File: src/rtl/regfile_scoreboard_if.sv
// Register file / scoreboard bus: read, writeback, issue and clear signals.
// Master is the pipeline (decode + writeback); slave is the register file.
interface regfile_scoreboard_if #(
   parameter int XLEN = 32,
   parameter int AW   = 5
);
   logic [AW-1:0]   rs1_addr;
   logic [AW-1:0]   rs2_addr;
   logic [XLEN-1:0] rs1_data;
   logic [XLEN-1:0] rs2_data;
   logic            wr_en;
   logic [AW-1:0]   rd_addr;
   logic [XLEN-1:0] rd_data;
   logic            issue_en;
   logic [AW-1:0]   issue_rd;
   logic            rs1_busy;
   logic            rs2_busy;
   logic            hazard;
   logic            clr_req;
   logic            clr_busy;

   modport master (
      output rs1_addr, rs2_addr, wr_en, rd_addr, rd_data,
             issue_en, issue_rd, clr_req,
      input  rs1_data, rs2_data, rs1_busy, rs2_busy, hazard, clr_busy
   );

   modport slave (
      input  rs1_addr, rs2_addr, wr_en, rd_addr, rd_data,
             issue_en, issue_rd, clr_req,
      output rs1_data, rs2_data, rs1_busy, rs2_busy, hazard, clr_busy
   );
endinterface

File: src/rtl/regfile_scoreboard.sv
// Register file with busy scoreboard and multi-cycle clear; reads are zero-latency, writes land at posedge.
// No backpressure on inputs: hazard requests a pipeline stall, clear ignores writes/issues while busy.
module regfile_scoreboard #(
   parameter int XLEN   = 32,
   parameter int AW     = 5,
   parameter int BYPASS = 1
) (
   input logic                 clk,
   input logic                 rst,
   regfile_scoreboard_if.slave bus
);
   localparam int NREG      = 1 << AW;
   localparam bit BYPASS_EN = (BYPASS != 0);
   localparam logic [AW-1:0] CNT_LAST = '1;

   typedef enum logic {IDLE, CLEAR} state_t;

   state_t          state, state_nxt;
   logic [AW-1:0]   cnt, cnt_nxt;
   logic [XLEN-1:0] regs [NREG];
   logic [NREG-1:0] busy, busy_nxt;

   logic idle, wr_ok, fwd1, fwd2, mask1, mask2;

   assign idle  = (state == IDLE);
   assign wr_ok = idle && bus.wr_en && (bus.rd_addr != '0);

   always_ff @(posedge clk or negedge rst) begin
      if (!rst) begin
         state <= IDLE;
         cnt   <= '0;
         busy  <= '0;
      end else begin
         state <= state_nxt;
         cnt   <= cnt_nxt;
         busy  <= busy_nxt;
      end
   end

   always_comb begin
      state_nxt = state;
      cnt_nxt   = cnt;
      case (state)
         IDLE: begin
            if (bus.clr_req) begin
               state_nxt = CLEAR;
               cnt_nxt   = AW'(1);
            end
         end
         CLEAR: begin
            if (cnt == CNT_LAST) begin
               state_nxt = IDLE;
               cnt_nxt   = '0;
            end else begin
               cnt_nxt = cnt + AW'(1);
            end
         end
         default: begin
            state_nxt = IDLE;
            cnt_nxt   = '0;
         end
      endcase
   end

   // Issue is applied after writeback so a younger producer keeps the bit set.
   always_comb begin
      busy_nxt = busy;
      if (!idle) begin
         busy_nxt[cnt] = 1'b0;
      end else begin
         if (bus.wr_en)
            busy_nxt[bus.rd_addr] = 1'b0;
         if (bus.issue_en)
            busy_nxt[bus.issue_rd] = 1'b1;
      end
      busy_nxt[0] = 1'b0;
   end

   always_ff @(posedge clk or negedge rst) begin
      if (!rst) begin
         for (int i = 0; i < NREG; i++)
            regs[i] <= '0;
      end else if (!idle) begin
         regs[cnt] <= '0;
      end else if (wr_ok) begin
         regs[bus.rd_addr] <= bus.rd_data;
      end
   end

   assign fwd1  = BYPASS_EN && wr_ok && (bus.rd_addr == bus.rs1_addr);
   assign fwd2  = BYPASS_EN && wr_ok && (bus.rd_addr == bus.rs2_addr);
   assign mask1 = BYPASS_EN && idle && bus.wr_en && (bus.rd_addr == bus.rs1_addr);
   assign mask2 = BYPASS_EN && idle && bus.wr_en && (bus.rd_addr == bus.rs2_addr);

   assign bus.rs1_data = (bus.rs1_addr == '0) ? '0 :
                         fwd1 ? bus.rd_data : regs[bus.rs1_addr];
   assign bus.rs2_data = (bus.rs2_addr == '0) ? '0 :
                         fwd2 ? bus.rd_data : regs[bus.rs2_addr];

   // busy[0] is held at 0, so address 0 never reports busy.
   assign bus.rs1_busy = busy[bus.rs1_addr] && !mask1;
   assign bus.rs2_busy = busy[bus.rs2_addr] && !mask2;
   assign bus.clr_busy = !idle;
   assign bus.hazard   = bus.rs1_busy || bus.rs2_busy || !idle;
endmodule

File: src/flat_wrapper.sv
// flat-port wrapper written by rule: the top's interface ports become plain ports
module regfile_scoreboard_flat 
#(
   parameter int XLEN   = 32,
   parameter int AW     = 5,
   parameter int BYPASS = 1
)
  (clk, rst, bus_rs1_addr, bus_rs2_addr, bus_wr_en, bus_rd_addr, bus_rd_data, bus_issue_en, bus_issue_rd, bus_clr_req, bus_rs1_data, bus_rs2_data, bus_rs1_busy, bus_rs2_busy, bus_hazard, bus_clr_busy);
  regfile_scoreboard_if #(.XLEN(XLEN), .AW(AW)) bus_i ();
  input logic clk;
  input logic rst;
  input wire logic [$bits(bus_i.rs1_addr)-1:0] bus_rs1_addr;
  input wire logic [$bits(bus_i.rs2_addr)-1:0] bus_rs2_addr;
  input wire logic [$bits(bus_i.wr_en)-1:0] bus_wr_en;
  input wire logic [$bits(bus_i.rd_addr)-1:0] bus_rd_addr;
  input wire logic [$bits(bus_i.rd_data)-1:0] bus_rd_data;
  input wire logic [$bits(bus_i.issue_en)-1:0] bus_issue_en;
  input wire logic [$bits(bus_i.issue_rd)-1:0] bus_issue_rd;
  input wire logic [$bits(bus_i.clr_req)-1:0] bus_clr_req;
  output wire logic [$bits(bus_i.rs1_data)-1:0] bus_rs1_data;
  output wire logic [$bits(bus_i.rs2_data)-1:0] bus_rs2_data;
  output wire logic [$bits(bus_i.rs1_busy)-1:0] bus_rs1_busy;
  output wire logic [$bits(bus_i.rs2_busy)-1:0] bus_rs2_busy;
  output wire logic [$bits(bus_i.hazard)-1:0] bus_hazard;
  output wire logic [$bits(bus_i.clr_busy)-1:0] bus_clr_busy;
  assign bus_i.rs1_addr = bus_rs1_addr;
  assign bus_i.rs2_addr = bus_rs2_addr;
  assign bus_i.wr_en = bus_wr_en;
  assign bus_i.rd_addr = bus_rd_addr;
  assign bus_i.rd_data = bus_rd_data;
  assign bus_i.issue_en = bus_issue_en;
  assign bus_i.issue_rd = bus_issue_rd;
  assign bus_i.clr_req = bus_clr_req;
  assign bus_rs1_data = bus_i.rs1_data;
  assign bus_rs2_data = bus_i.rs2_data;
  assign bus_rs1_busy = bus_i.rs1_busy;
  assign bus_rs2_busy = bus_i.rs2_busy;
  assign bus_hazard = bus_i.hazard;
  assign bus_clr_busy = bus_i.clr_busy;
  regfile_scoreboard #(.XLEN(XLEN), .AW(AW), .BYPASS(BYPASS)) u_core (.clk(clk), .rst(rst), .bus(bus_i));
endmodule
File: config.mk
export PLATFORM = sky130hd
export DESIGN_NAME = regfile_scoreboard_flat
export DESIGN_NICKNAME = d
export VERILOG_FILES = /design/src/rtl/regfile_scoreboard_if.sv /design/src/rtl/regfile_scoreboard.sv /design/src/flat_wrapper.sv
export SDC_FILE = /design/constraint.sdc
export NUM_CORES = 2
export LEC_CHECK = 0
export CAP_MARGIN = 0
export CORE_ASPECT_RATIO = 1.4
export CORE_MARGIN = 1
export CORE_UTILIZATION = 61
export DETAILED_ROUTE_END_ITERATION = 16
export PLACE_DENSITY = 0.82
export SYNTH_ARGS = -nofsm -noshare
export SYNTH_HDL_FRONTEND = slang
export SYNTH_SLANG_ARGS = --single-unit
File: constraint.sdc
create_clock -name clk -period 5.6 [get_ports clk]
set_input_delay 0.84 -clock clk [delete_from_list [all_inputs] [get_ports clk]]
set_output_delay 0.84 -clock clk [all_outputs]
set_load 0.01 [all_outputs]
==> impl_results.html <==
<table>
<tr><th>Metric</th><th>Value</th></tr>
<tr><th colspan="2">Timing</th></tr>
<tr><td>Worst Skew</td><td>0.0246 ns</td></tr>
<tr><td>Unrepaired setup endpoints after global routing</td><td>no</td></tr>
<tr><td>Total count of hold-check failures in the final report</td><td>0</td></tr>
<tr><td>Final setup TNS</td><td>0 ns</td></tr>
<tr><td>Crit share post-route</td><td>97.3%</td></tr>
<tr><td>Worst slew pin tran</td><td>1.51 ns</td></tr>
<tr><td>WHS</td><td>0.156 ns</td></tr>
<tr><td>Final setup violation count</td><td>0</td></tr>
<tr><td>Clock period minus final worst setup slack</td><td>5.45 ns</td></tr>
<tr><td>Upper clock frequency limit</td><td>183 MHz</td></tr>
<tr><td>Number of max-slew violations in the final report</td><td>23</td></tr>
<tr><td>Slew Limit Headroom</td><td>-1.07%</td></tr>
<tr><td>Final critical-path setup slack</td><td>0.149 ns</td></tr>
<tr><th colspan="2">Drt</th></tr>
<tr><td>Routed via count</td><td>45,800</td></tr>
<tr><td>Number of detailed-route iterations in the first pass</td><td>6</td></tr>
<tr><td>Detailed-route vias per instance</td><td>8.69</td></tr>
<tr><td>Detailed-route DRC error count</td><td>0</td></tr>
<tr><td>Post-DR wirelength/cell</td><td>40.7 µm</td></tr>
<tr><td>WL final</td><td>215,000 µm</td></tr>
<tr><td>ANT nets after route</td><td>0</td></tr>
<tr><td>Violation count after the first detailed-route iteration</td><td>8,494</td></tr>
<tr><th colspan="2">Clocking</th></tr>
<tr><td>Root Driver</td><td>clkbuf_16</td></tr>
<tr><td>Cts repair resizes</td><td>0</td></tr>
<tr><td>Number of H-tree levels</td><td>3</td></tr>
<tr><td>Post-cts hold buffer count</td><td>0</td></tr>
<tr><td>CTS tree</td><td>done</td></tr>
<tr><td>Clock latency on the worst-skew pair</td><td>0.75 ns</td></tr>
<tr><td>Number of buffers created by CTS</td><td>99</td></tr>
<tr><td>Clk slew on worst S/H paths</td><td>0.06 ns</td></tr>
<tr><td>Clock Sinks</td><td>1,061</td></tr>
<tr><td>Postcts setup bufs</td><td>0</td></tr>
<tr><td>Clk buf depth</td><td>3</td></tr>
<tr><th colspan="2">Synthesis</th></tr>
<tr><td>Cell variety after synth</td><td>67</td></tr>
<tr><td>Number of flip-flops and latches in the synthesized netlist</td><td>1,061</td></tr>
<tr><td>Synthesized-area fraction occupied by adder cells</td><td>0.112%</td></tr>
<tr><td>Sequential cell area fraction in the yosys report</td><td>47.3%</td></tr>
<tr><td>XOR/XNOR share of the synthesized area</td><td>0.187%</td></tr>
<tr><td>Post-synthesis cell count</td><td>4,109</td></tr>
<tr><td>Count of yosys warnings during synthesis</td><td>0</td></tr>
<tr><td>Combinational family with the most area after synthesis</td><td>multiplexers</td></tr>
<tr><td>Number of enable flip-flop cells after synthesis</td><td>0</td></tr>
<tr><td>Synth Net Count</td><td>4,171</td></tr>
<tr><td>Post-synthesis cell area</td><td>0.0561 mm²</td></tr>
<tr><td>Area fraction in and, or, nand and nor cells after synthesis</td><td>3.83%</td></tr>
<tr><td>Complex-gate fraction of the synthesized area</td><td>19.8%</td></tr>
<tr><td>Avg Synthesized Cell Area</td><td>13.6 µm²</td></tr>
<tr><td>Most used flip-flop cell after synthesis</td><td>dfrtp_1</td></tr>
<tr><td>Post-synthesis async set-or-reset flop share</td><td>100%</td></tr>
<tr><td>Proportion of synthesized area in mux cells</td><td>24.4%</td></tr>
<tr><th colspan="2">Floorplanning</th></tr>
<tr><td>Placeable core area</td><td>0.0911 mm²</td></tr>
<tr><td>Horizontal extent of the die</td><td>258 µm</td></tr>
<tr><td>Die ar.</td><td>0.0932 mm²</td></tr>
<tr><td>Row Count</td><td>131</td></tr>
<tr><td>Number of primary I/O pins</td><td>125</td></tr>
<tr><td>Die span in y</td><td>361 µm</td></tr>
<tr><td>Initial core utilization</td><td>61.5%</td></tr>
<tr><th colspan="2">Layout</th></tr>
<tr><td>Layout-stage area growth over the synthesis result</td><td>11.4%</td></tr>
<tr><td>Proportion of layout cells with a drive suffix above 1</td><td>25.5%</td></tr>
<tr><td>Final layout net count</td><td>4,046</td></tr>
<tr><th colspan="2">Global route</th></tr>
<tr><td>First-pass GRT wire length</td><td>314,000 µm</td></tr>
<tr><td>Total routing resource utilization after global routing</td><td>46.8%</td></tr>
<tr><td>Number of antenna violations at the first check in global routing</td><td>8</td></tr>
<tr><td>Vias in the first global route</td><td>46,300</td></tr>
<tr><td>Total congestion overflow after global routing</td><td>0</td></tr>
<tr><td>Pin count of the biggest net entering global routing</td><td>159</td></tr>
<tr><th colspan="2">Placement</th></tr>
<tr><td>Routability congestion estimate from global placement</td><td>0.964</td></tr>
<tr><td>Number of input and output port buffers inserted</td><td>124</td></tr>
<tr><td>Half-perimeter wire length of the detailed placement result</td><td>120,000 µm</td></tr>
<tr><td>Pre-CTS WS</td><td>0.556 ns</td></tr>
<tr><th colspan="2">Outcome</th></tr>
<tr><td>Failing checks</td><td>max-capacitance violations, max-slew violations</td></tr>
<tr><td>Outcome</td><td>complete, but fails checks</td></tr>
<tr><th colspan="2">Power and ir drop</th></tr>
<tr><td>Worst supply voltage drop on vdd</td><td>0.000322 V</td></tr>
<tr><td>Reported leakage power</td><td>27.6 nW</td></tr>
<tr><td>PwrDens</td><td>365 mW/mm²</td></tr>
<tr><th colspan="2">Worst setup path</th></tr>
<tr><td>Crit path DAT</td><td>4.61 ns</td></tr>
<tr><td>Required time worst endpoint</td><td>4.76 ns</td></tr>
<tr><td>Type of destination of the critical path</td><td>output pin</td></tr>
<tr><td>Maximum fanout along the worst path</td><td>29</td></tr>
<tr><td>Kind of start point of the critical path</td><td>input pin</td></tr>
<tr><td>Minimum setup slack among reg-to-reg paths</td><td>1.89 ns</td></tr>
<tr><td>Critical path type</td><td>input pin to output pin</td></tr>
<tr><th colspan="2">Run</th></tr>
<tr><td>Number of max-cap violations</td><td>1</td></tr>
<tr><th colspan="2">Worst hold path</th></tr>
<tr><td>Hold WC Path Type</td><td>input pin to async pin</td></tr>
</table>
placed cells by master, fill, tap and decap left out, types with 41 or more instances in the layout:
cell,count
a21oi_1,101
a22o_1,1022
buf_4,179
clkbuf_16,103
clkdlybuf4s50_1,114
dfrtp_1,1060
mux2i_1,107
mux4_2,545
nand2_1,127
nor2_1,53
nor2b_1,86
o21ai_0,41
through the flow:
step           total power, mW  instances  area [µm²]  util (%)
2_1_floorplan             13.0       4109       56100         -
3_3_place_gp              14.9       5079       58900      64.7
3_5_place_dp              15.1       5079       58900      64.7
4_1_cts                   22.4       5259       62500      68.5
5_1_grt                   23.3       5260       62500      68.6
6_report                  22.8       5269       62500      68.6
registers in the layout, indices dropped and copies added, names as in the netlist:
signal,flops
u_core.bus.clr_busy,1
u_core.busy,31
u_core.regs,1024
u_core.cnt,5
area by class of cell:
cell class | count | area, µm²
Inverter | 17 | 66.3
Clock buffer | 141 | 2960
Timing Repair Buffer | 332 | 3200
Multi-Input combinational cell | 2473 | 27600
Fill cell | 6005 | 28600
Antenna cell | 9 | 22.5
Sequential cell | 1061 | 26600
Tap cell | 1197 | 1500
Clock inverter | 39 | 567
cell families after synthesis:
family | count (synthesis)
AOI/OAI and AO/OA | 1362
xor gates and xnor gates | 12
adders and majority gates | 5
buffers and inverters | 575
DFF | 1061
muxes | 681
and+or+nand+nor | 413
report_power, final:
| part | internal [mW] | switching [mW] | total, mW | leakage [nW] |
|---|---|---|---|---|
| Sequential | 8.83 | 1.07 | 9.90 | 14.7 |
| Combinational | 2.50 | 2.96 | 5.46 | 11.2 |
| Clock | 4.24 | 3.21 | 7.45 | 1.72 |
synth_stat cells (all sizes together), types with 5 or more instances:
master | instances | area, µm²
nand3 | 28 | 140
inv | 15 | 56.3
a22oi | 28 | 210
nor3 | 26 | 150
nand2 | 127 | 477
o311ai | 6 | 52.6
xnor2 | 8 | 70.1
mux2 | 29 | 327
a31oi | 32 | 200
a21oi | 127 | 636
o2bb2ai | 5 | 43.8
a221oi | 7 | 61.3
a211o | 18 | 158
nand2b | 9 | 56.3
mux2i | 107 | 1070
ha | 5 | 62.6
o22ai | 8 | 50.1
dfrtp | 1061 | 26600
and2 | 24 | 150
clkbuf | 380 | 1430
a211oi | 37 | 278
buf | 178 | 943
nand4 | 5 | 37.5
mux4 | 545 | 12300
nor2 | 56 | 213
and3 | 21 | 131
a22o | 1022 | 8950
nor3b | 8 | 60.1
nor2b | 88 | 551
o21ai | 45 | 225
path summary, 6_finish.rpt:
check	from	to	depth (start not counted)
worst max-delay path	bus_rs1_addr[3]	bus_rs1_data[0]	7
worst min-delay path	rst	u_core.regs[804]$_DFFE_PN0P_	1
worst max register to register	u_core.bus.clr_busy$_DFF_PN0_	u_core.regs[303]$_DFFE_PN0P_	6
worst min register to register	u_core.regs[60]$_DFFE_PN0P_	u_core.regs[60]$_DFFE_PN0P_	1
max in group asynchronous	rst	u_core.regs[729]$_DFFE_PN0P_	2
min in group clk	u_core.regs[60]$_DFFE_PN0P_	u_core.regs[60]$_DFFE_PN0P_	1
layer usage:
| layer | part of all wire, % | track usage, % | vias up |
|---|---|---|---|
| met5 | 0.057 | 0 | - |
| met4 | 9.9 | 35.9 | 14 |
| li1 | - | - | 16200 |
| met1 | 31 | 57.2 | 22700 |
| met3 | 17 | 22.7 | 1580 |
| met2 | 42 | 63.7 | 5286 |
worst max-delay path: stages:
cell and delay (ns):
clkdlybuf4s50_1 0.80, xor2_1 0.31, nor4_1 0.41, nand4b_1 0.63, buf_12 0.41, a31oi_1 0.49
clkdlybuf4s50_1 0.65
No activity file was read; power rests on OpenSTA's default activity.
